### config.mk
export PLATFORM = sky130hd
export DESIGN_NAME = mic_spi_capture_flat
export DESIGN_NICKNAME = d
export VERILOG_FILES = /design/src/rtl/mic_pkg.sv /design/src/rtl/mic_spi_capture_if.sv /design/src/rtl/mic_tick_gen.sv /design/src/rtl/mic_spi_capture.sv /design/src/flat_wrapper.sv
export SDC_FILE = /design/constraint.sdc
export NUM_CORES = 1
export LEC_CHECK = 0
export CORE_MARGIN = 2
export CORE_UTILIZATION = 43
export CTS_BUF_LIST = sky130_fd_sc_hd__clkbuf_16
export DETAILED_ROUTE_END_ITERATION = 10
export PLACE_DENSITY = 0.71
export SYNTH_ARGS = -nofsm -noshare
export SYNTH_HDL_FRONTEND = slang
export SYNTH_SLANG_ARGS = --single-unit
### constraint.sdc
create_clock -name clock -period 4.1 [get_ports clock]
set_input_delay 1.23 -clock clock [delete_from_list [all_inputs] [get_ports clock]]
set_output_delay 1.23 -clock clock [all_outputs]
set_load 0.02 [all_outputs]
### src/rtl/mic_pkg.sv
// mic_pkg: frame geometry and FSM state type shared by the microphone capture path.
package mic_pkg;
  localparam int MIC_FRAME_BITS = 16;
  localparam int MIC_LEAD_BITS  = 4;
  localparam int MIC_DATA_BITS  = 12;
  typedef enum logic [1:0] {IDLE, SHIFT, DONE} mic_state_t;
endpackage

### src/rtl/mic_spi_capture_if.sv
// mic_spi_capture_if: ADC SPI pins plus the parallel sample/strobe outputs of the capture stage.
interface mic_spi_capture_if;
  import mic_pkg::*;
  logic                     mic_miso;
  logic                     mic_cs_n;
  logic                     mic_sclk;
  logic [MIC_DATA_BITS-1:0] mic_sample;
  logic                     sample_valid;
  logic                     overrun;
  logic                     frame_error;
  modport master (
    input  mic_miso,
    output mic_cs_n, mic_sclk, mic_sample, sample_valid, overrun, frame_error
  );
  modport slave (
    output mic_miso,
    input  mic_cs_n, mic_sclk, mic_sample, sample_valid, overrun, frame_error
  );
endinterface

### src/rtl/mic_tick_gen.sv
// mic_tick_gen: modulo-N counter with enable, synchronous clear and terminal-count pulse.
module mic_tick_gen #(
  parameter int N = 2
) (
  input  logic clock,
  input  logic reset_n,
  input  logic en_i,
  input  logic clr_i,
  output logic tc_o
);
  localparam int W = N > 1 ? $clog2(N) : 1;
  logic [W-1:0] cnt_q, cnt_d;
  assign tc_o = en_i && cnt_q == W'(N - 1);
  always_comb cnt_d = clr_i ? '0 : !en_i ? cnt_q : tc_o ? '0 : cnt_q + 1'b1;
  always_ff @(posedge clock or negedge reset_n)
    if (!reset_n) cnt_q <= '0;
    else cnt_q <= cnt_d;
endmodule

### src/rtl/mic_spi_capture.sv
// mic_spi_capture: runs one ADCS7476 SPI frame per sample period and presents the 12-bit result.
// Define MIC_FRAME_CHECK_EN to drop frames with non-zero leading bits and pulse frame_error.
module mic_spi_capture
  import mic_pkg::*;
#(
  parameter int CLK_DIV    = 50,
  parameter int SAMPLE_DIV = 5000
) (
  input logic               clock,
  input logic               reset_n,
  mic_spi_capture_if.master bus
);
  mic_state_t                state_q;
  logic                      cs_n_q, sclk_q, valid_q, overrun_q;
  logic [4:0]                bit_q;
  logic [MIC_FRAME_BITS-1:0] shift_q;
  logic [MIC_DATA_BITS-1:0]  sample_q;
  logic                      start, half_tc, frame_end, frame_bad;
  mic_tick_gen #(.N(SAMPLE_DIV)) u_sample_tmr (
    .clock   (clock),
    .reset_n (reset_n),
    .en_i    (1'b1),
    .clr_i   (1'b0),
    .tc_o    (start)
  );
  mic_tick_gen #(.N(CLK_DIV)) u_half_tmr (
    .clock   (clock),
    .reset_n (reset_n),
    .en_i    (state_q == SHIFT),
    .clr_i   (state_q == IDLE && start),
    .tc_o    (half_tc)
  );
  assign frame_end = state_q == SHIFT && bit_q == 5'(MIC_FRAME_BITS);
`ifdef MIC_FRAME_CHECK_EN
  logic ferr_q;
  assign frame_bad = |shift_q[MIC_FRAME_BITS-1 -: MIC_LEAD_BITS];
  always_ff @(posedge clock or negedge reset_n)
    if (!reset_n) ferr_q <= 1'b0;
    else ferr_q <= frame_end && frame_bad;
  assign bus.frame_error = ferr_q;
`else
  logic unused_lead;
  assign unused_lead     = ^shift_q[MIC_FRAME_BITS-1 -: MIC_LEAD_BITS];
  assign frame_bad       = 1'b0;
  assign bus.frame_error = 1'b0;
`endif
  // Outputs are registered so cs_n, sample and strobe all change together on entry to DONE.
  always_ff @(posedge clock or negedge reset_n)
    if (!reset_n) begin
      state_q   <= IDLE;
      cs_n_q    <= 1'b1;
      sclk_q    <= 1'b1;
      valid_q   <= 1'b0;
      overrun_q <= 1'b0;
      bit_q     <= '0;
      shift_q   <= '0;
      sample_q  <= '0;
    end else begin
      valid_q   <= 1'b0;
      overrun_q <= start && state_q != IDLE;
      case (state_q)
        IDLE: if (start) begin
          state_q <= SHIFT;
          cs_n_q  <= 1'b0;
          sclk_q  <= 1'b1;
          bit_q   <= '0;
        end
        SHIFT: if (frame_end) begin
          state_q <= DONE;
          cs_n_q  <= 1'b1;
          if (!frame_bad) begin
            sample_q <= shift_q[MIC_DATA_BITS-1:0];
            valid_q  <= 1'b1;
          end
        end else if (half_tc) begin
          sclk_q <= ~sclk_q;
          if (!sclk_q) begin
            shift_q <= {shift_q[MIC_FRAME_BITS-2:0], bus.mic_miso};
            bit_q   <= bit_q + 5'd1;
          end
        end
        default: state_q <= IDLE;
      endcase
    end
  assign bus.mic_cs_n     = cs_n_q;
  assign bus.mic_sclk     = sclk_q;
  assign bus.mic_sample   = sample_q;
  assign bus.sample_valid = valid_q;
  assign bus.overrun      = overrun_q;
endmodule

### src/flat_wrapper.sv
// flat-port wrapper written by rule: the top's interface ports become plain ports
module mic_spi_capture_flat import mic_pkg::*;
#(
  parameter int CLK_DIV    = 50,
  parameter int SAMPLE_DIV = 5000
)
  (clock, reset_n, bus_mic_miso, bus_mic_cs_n, bus_mic_sclk, bus_mic_sample, bus_sample_valid, bus_overrun, bus_frame_error);
  mic_spi_capture_if bus_i ();
  input logic clock;
  input logic reset_n;
  input wire logic [$bits(bus_i.mic_miso)-1:0] bus_mic_miso;
  output wire logic [$bits(bus_i.mic_cs_n)-1:0] bus_mic_cs_n;
  output wire logic [$bits(bus_i.mic_sclk)-1:0] bus_mic_sclk;
  output wire logic [$bits(bus_i.mic_sample)-1:0] bus_mic_sample;
  output wire logic [$bits(bus_i.sample_valid)-1:0] bus_sample_valid;
  output wire logic [$bits(bus_i.overrun)-1:0] bus_overrun;
  output wire logic [$bits(bus_i.frame_error)-1:0] bus_frame_error;
  assign bus_i.mic_miso = bus_mic_miso;
  assign bus_mic_cs_n = bus_i.mic_cs_n;
  assign bus_mic_sclk = bus_i.mic_sclk;
  assign bus_mic_sample = bus_i.mic_sample;
  assign bus_sample_valid = bus_i.sample_valid;
  assign bus_overrun = bus_i.overrun;
  assign bus_frame_error = bus_i.frame_error;
  mic_spi_capture #(.CLK_DIV(CLK_DIV), .SAMPLE_DIV(SAMPLE_DIV)) u_core (.clock(clock), .reset_n(reset_n), .bus(bus_i));
endmodule
==> results of run 1 <==
-- worst min-delay path by stage --
stage	startpoint	depth (start not counted)	slack [ns]	end
after floorplan	u_core.u_sample_tmr.cnt_q[0]$_DFF_PN0_	1	0.43	u_core.u_sample_tmr.cnt_q[0]$_DFF_PN0_
after global placement	u_core.u_sample_tmr.cnt_q[0]$_DFF_PN0_	1	0.45	u_core.u_sample_tmr.cnt_q[0]$_DFF_PN0_
after detailed placement	u_core.u_sample_tmr.cnt_q[0]$_DFF_PN0_	1	0.46	u_core.u_sample_tmr.cnt_q[0]$_DFF_PN0_
after CTS	u_core.u_sample_tmr.cnt_q[0]$_DFF_PN0_	1	0.47	u_core.u_sample_tmr.cnt_q[0]$_DFF_PN0_
after global routing	u_core.bus.mic_sample[5]$_DFFE_PN0P_	2	0.49	u_core.bus.mic_sample[5]$_DFFE_PN0P_
final	u_core.u_sample_tmr.cnt_q[0]$_DFF_PN0_	1	0.47	u_core.u_sample_tmr.cnt_q[0]$_DFF_PN0_
-- registers in the layout, summed over array words and instances (netlist names), 2 cells and up --
register	count
u_core.state_q	2
u_core.bus.mic_sample	12
u_core.u_half_tmr.cnt_q	6
u_core.shift_q	12
u_core.bit_q	5
u_core.u_sample_tmr.cnt_q	13
-- kinds of logic after synthesis --
| kind of cell | count (synthesis) |
|---|---|
| fa+ha+maj | 5 |
| compound gates | 24 |
| xor+xnor | 10 |
| flops | 54 |
| simple gates | 98 |
| mux | 15 |
| buf+inv | 16 |
| other cells | 1 |
-- cells in the mapped netlist, drive strengths merged --
| cell type | number |
|---|---|
| dfrtp | 52 |
| nand2 | 46 |
| mux2 | 13 |
| nor2 | 12 |
| inv | 8 |
| and2 | 6 |
| nor3 | 6 |
| xor2 | 6 |
| clkbuf | 5 |
| ha | 5 |
| nand3 | 5 |
| and3 | 4 |
| o21ai | 4 |
| xnor2 | 4 |
| buf | 3 |
| nand2b | 3 |
| nand4 | 3 |
| nor2b | 3 |
| nor3b | 3 |
| o2bb2ai | 3 |
| a211o | 2 |
| a21oi | 2 |
| a221o | 2 |
| dfstp | 2 |
| mux2i | 2 |
| a21boi | 1 |
| a21o | 1 |
| a221oi | 1 |
| a22o | 1 |
| a31oi | 1 |
| a41oi | 1 |
| and4 | 1 |
| and4bb | 1 |
| conb | 1 |
| nand3b | 1 |
| nand4bb | 1 |
| nor4b | 1 |
| o211ai | 1 |
| o21a | 1 |
| o22a | 1 |
| o31ai | 1 |
| o32ai | 1 |
| or3b | 1 |
| or4 | 1 |
-- final cells by class --
class | instances | area [µm²]
clock buffer | 5 | 125
clock inverter | 3 | 41.3
fill | 473 | 2660
inverter | 8 | 30.0
multi-input combinational | 153 | 1030
sequential | 54 | 1350
tap | 72 | 90.1
timing repair buffer | 19 | 183
-- routing by layer --
layer  routed length [µm]  vias up  part of all wire
li1                     -      788                 -
met1                 2090      822              0.48
met2                 2030       27              0.47
met3                  177        5             0.041
met4                   34        0            0.0079
met5                    0        -                 0
-- metrics by stage --
| step | setup slack (ns) | area [µm²] | std cells | hold WS (ns) |
|---|---|---|---|---|
| 6_report | 1.41 | 2850 | 314 | 0.470 |
| 5_1_grt | 1.36 | 2850 | 314 | 0.490 |
| 3_5_place_dp | 1.73 | 2680 | 306 | 0.460 |
| 2_1_floorplan | 2.05 | 2460 | 223 | 0.432 |
| 4_1_cts | 1.40 | 2850 | 314 | 0.471 |
| 3_3_place_gp | 1.73 | 2680 | 306 | 0.448 |
-- report_power, final --
| group | switching, W | internal, W | leakage [nW] | total (W) |
|---|---|---|---|---|
| clock network | 0.000188 | 0.000286 | 0.0812 | 0.000473 |
| logic | 0.0000109 | 0.00000203 | 0.572 | 0.0000130 |
| registers | 0.000000363 | 0.000533 | 0.731 | 0.000533 |
| total | 0.000199 | 0.000821 | 1.38 | 0.00102 |
==> impl_metrics.py, run 1 <==
metrics = {
    "timing": {
        "rsz0062_at_grt": "false",
        "fin_crit_ns": 2.69,
        "post-route-period-util": 0.657,
        "slew_headroom": 0.644,
        "setup_violations": 0,
        "drv_slew": 0,
        "max_freq_ghz": 0.371,
        "fin_tns_setup_ns": 0,
        "hold_violations": 0,
        "clock_skew_ns": 0.00732,
        "worst_pin_slew_ns": 0.533,
    },
    "floorplanning": {
        "die_h_um": 79.7,
        "start_util": 0.447,
        "fp.dieW_um": 79.7,
        "core_mm2": 0.00551,
        "dieArea_mm2": 0.00635,
        "num_rows": 27,
        "io-pin-count": 20,
    },
    "setup_path": {
        "startpoint": "u_core.bus.mic_sclk$_DFFE_PN1P_",
        "worstSetupEndpointType": "output pin",
        "crit_buf_inv": 1,
        "cp_slowest_cell": "clkdlybuf4s50_1",
        "cp_slowest_stage_delay_ns": 0.61,
        "cp_data_arrival_time_ns": 1.46,
        "cp-start-kind": "flip-flop",
        "crit_end": "bus_mic_sclk",
        "critPathRequiredTime_ns": 2.87,
        "critPathKind": "reg2out",
        "crit_family": "buffers and inverters",
        "rr_worst_depth": 5,
        "worst-path-stages": 1,
        "crit_chain": "clkdlybuf4s50_1",
        "ff2ff_setup_slack_ns": 1.91,
        "timing.rr.start": "u_core.u_sample_tmr.cnt_q[0]$_DFF_PN0_",
        "rr_endpoint": "u_core.bit_q[3]$_DFFE_PN0P_",
        "cp_max_fo": 5,
    },
    "detailed_routing": {
        "vias": 1642,
        "drtAntennaViolNets": 0,
        "drc": 0,
        "vias_per_cell": 5.23,
        "firstDrtPassIters": 4,
        "totalWireLength_mm": 4.33,
        "wl_per_cell_um": 13.8,
        "drt-initial-drc-count": 56,
    },
    "final_layout": {
        "final_core_util": 0.518,
        "nNetsFinal": 249,
        "num_antenna_cells": 0,
        "drive_gt1_frac": 0.0950,
        "layout_common_cells": "52 x dfrtp_1, 46 x nand2_1, 17 x clkdlybuf4s50_1",
        "syn2layout_area_growth_pct": 15.7,
        "final_common_cell": "dfrtp_1",
    },
    "logic_synthesis": {
        "syn_nets": 231,
        "yosys.area_share.simple": 0.199,
        "yosysTopAreaCell": "dfrtp_1",
        "synth-seq-cells": 54,
        "synth_area_leaders": "dfrtp_1 53%, nand2_1 7.0%, mux2_4 4.9%",
        "postSynthAreaPerCell_um2": 11.0,
        "yosysWarningCount": 0,
        "muxShareOfSynthArea": 0.0797,
        "syn-instance-count": 223,
        "synth_fa_ha_area_frac": 0.0254,
        "synth_top_family_by_area": "simple AND/OR/NAND/NOR gates",
        "yosysTopAreaCellShare": 0.528,
        "synth_xor_xnor_area_share": 0.0356,
        "synth_compound_area_frac": 0.0762,
        "netlist_area_mm2": 0.00246,
        "yosys.cell_types.count": 49,
        "yosysSeqAreaShare": 0.550,
    },
    "global_routing": {
        "grt_pass1_wl_mm": 7.59,
        "grt.busiest_layer": "met2",
        "grt_pass1_vias": 1664,
        "grt_use_met2": 0.242,
        "met1_usage": 0.203,
        "grtUsageTotal": 0.154,
        "gr-total-overflow": 0,
        "antenna_found_initial": 0,
        "grt_max_degree": 34,
        "grt_use_met3": 0.0498,
    },
    "placement": {
        "dpl.hpwl_mm": 2.95,
        "gp_congestion": 0.845,
        "numPortBuffers": 18,
    },
    "clock_tree": {
        "hold_buffers": 0,
        "h-tree-depth": 2,
        "worstSkewPairLatency_ns": 0.30,
        "cts_buffer_depth": 2,
        "cts-root-buf": "clkbuf_16",
        "cts_resized": 0,
        "cts_tree": "yes",
        "numCtsBuffers": 5,
        "post-cts-setup-buffers": 0,
        "worst_setup_hold_path_clk_slew_ns": 0.06,
        "clock-sinks": 54,
    },
    "min_path": {
        "hp-class": "reg2reg",
    },
    "outcome": {
        "status": "finished, final reports clean",
    },
    "pwr": {
        "ir_drop_uv": 227,
        "power.total_w": 0.00102,
        "powerDensity_mw_per_mm2": 358,
        "p_leak_nw": 1.38,
    },
    "run": {
        "maxCapViolCount": 0,
    },
}
Note: power is estimated with default switching activity, not from simulation.
==> run 2: changes to the inputs <==
Clock period 4.1 ns to 2.5 ns, I/O delays scaled along.
==> impl_metrics.py, run 2 (synthesis results as in run 1) <==
metrics = {
    "setup_path": {
        "worstSetupEndpointType": "output pin",
        "crit_chain": "clkdlybuf4s50_1",
        "cp_data_arrival_time_ns": 1.47,
        "crit_family": "buffers and inverters",
        "crit_buf_inv": 1,
        "cp_slowest_cell": "clkdlybuf4s50_1",
        "critPathKind": "reg2out",
        "startpoint": "u_core.bus.mic_sclk$_DFFE_PN1P_",
        "cp-start-kind": "flip-flop",
        "rr_worst_depth": 5,
        "cp_max_fo": 5,
        "critPathRequiredTime_ns": 1.75,
        "cp_slowest_stage_delay_ns": 0.61,
        "worst-path-stages": 1,
        "timing.rr.start": "u_core.bit_q[0]$_DFFE_PN0P_",
    },
    "clock_tree": {
        "worst_setup_hold_path_clk_slew_ns": 0.07,
        "clock-sinks": 54,
        "hold_buffers": 0,
        "cts_buffer_depth": 2,
        "worstSkewPairLatency_ns": 0.29,
        "numCtsBuffers": 5,
        "h-tree-depth": 2,
        "cts_tree": "yes",
        "cts-root-buf": "clkbuf_16",
        "cts_resized": 0,
        "post-cts-setup-buffers": 0,
    },
    "detailed_routing": {
        "firstDrtPassIters": 4,
        "vias": 1608,
        "drc": 0,
        "drtAntennaViolNets": 0,
        "vias_per_cell": 5.06,
        "totalWireLength_mm": 4.29,
        "wl_per_cell_um": 13.5,
        "drt-initial-drc-count": 110,
    },
    "final_layout": {
        "drive_gt1_frac": 0.114,
        "layout_common_cells": "52 x dfrtp_1, 46 x nand2_1, 17 x clkdlybuf4s50_1",
        "num_antenna_cells": 0,
        "regMostFlops": "u_core.u_sample_tmr.cnt_q",
        "final_common_cell": "dfrtp_1",
        "final_area_mm2": 0.00290,
        "nNetsFinal": 253,
        "syn2layout_area_growth_pct": 17.6,
        "largest_reg_flops": 13,
    },
    "placement": {
        "dpl.hpwl_mm": 2.92,
        "pre_cts_slack_ns": 0.433,
        "numPortBuffers": 18,
        "gp_congestion": 0.779,
        "placed_cell_area_mm2": 0.00273,
    },
    "min_path": {
        "hp-class": "in2async",
    },
    "global_routing": {
        "antenna_found_initial": 0,
        "grt_max_degree": 34,
        "grt_pass1_wl_mm": 7.64,
        "gr-total-overflow": 0,
        "grtUsageTotal": 0.154,
        "grt_pass1_vias": 1641,
    },
    "timing": {
        "slew_headroom": 0.658,
        "max_freq_ghz": 0.451,
        "clock_skew_ns": 0.00846,
        "fin_crit_ns": 2.22,
        "post-route-period-util": 0.887,
        "rsz0062_at_grt": "false",
        "worst_pin_slew_ns": 0.513,
        "fin_ws_ns": 0.282,
        "setup_violations": 0,
        "hold_violations": 0,
        "fin_tns_setup_ns": 0,
        "drv_slew": 0,
        "whs_ns": 0.426,
    },
    "pwr": {
        "p_leak_nw": 1.40,
        "powerDensity_mw_per_mm2": 578,
        "ir_drop_uv": 341,
    },
    "floorplanning": {
        "start_util": 0.447,
        "io-pin-count": 20,
        "dieArea_mm2": 0.00635,
        "num_rows": 27,
        "fp.dieW_um": 79.7,
        "die_h_um": 79.7,
        "core_mm2": 0.00551,
    },
    "outcome": {
        "status": "finished, final reports clean",
    },
    "run": {
        "maxCapViolCount": 0,
    },
}
run 2: changes by cell type in the layout (fill, tap and decap cells not counted), sizes merged:
| cell | before | now |
|---|---|---|
| inv | 9 | 8 |
| clkinvlp | 1 | 2 |
| buf | 2 | 6 |
run 2: path summary, 6_finish.rpt:
path                                                               end  slack [ns]
worst max-delay path                                      bus_mic_sclk        0.28
worst min-delay path            u_core.u_sample_tmr.cnt_q[5]$_DFF_PN0_        0.43
worst max register to register           u_core.shift_q[2]$_DFFE_PN0P_        0.40
worst min register to register  u_core.u_sample_tmr.cnt_q[0]$_DFF_PN0_        0.47
max in group asynchronous              u_core.bus.mic_cs_n$_DFFE_PN1P_        1.46
min in group clock              u_core.u_sample_tmr.cnt_q[0]$_DFF_PN0_        0.47
run 2: area by class of cell:
type	count	area [µm²]
fill	473	2610
timing repair buffer	23	225
multi-input combinational	153	1030
sequential	54	1350
clock buffer	5	125
clock inverter	3	45.0
inverter	8	30.0
tap	72	90.1
run 2: layer usage:
metal / track usage / vias up / wire length, µm
met5: 0 / - / 0
met4: 0.0569 / 0 / 32
met3: 0.0407 / 2 / 105
met2: 0.229 / 16 / 1970
met1: 0.216 / 790 / 2180
li1: - / 800 / -
run 2: power breakdown:
group / internal, W / switching, W / total, W
clock: 0.000472 / 0.000305 / 0.000777
combinational: 0.00000548 / 0.0000184 / 0.0000239
sequential: 0.000874 / 0.000000716 / 0.000875
run 2: metrics by stage:
| step | std cells | total power, W | util |
|---|---|---|---|
| after floorplan | 223 | 0.000895 | - |
| after global placement | 310 | 0.000917 | 0.495 |
| after detailed placement | 310 | 0.000917 | 0.495 |
| after CTS | 318 | 0.00170 | 0.526 |
| after global routing | 318 | 0.00175 | 0.526 |
| final | 318 | 0.00168 | 0.526 |
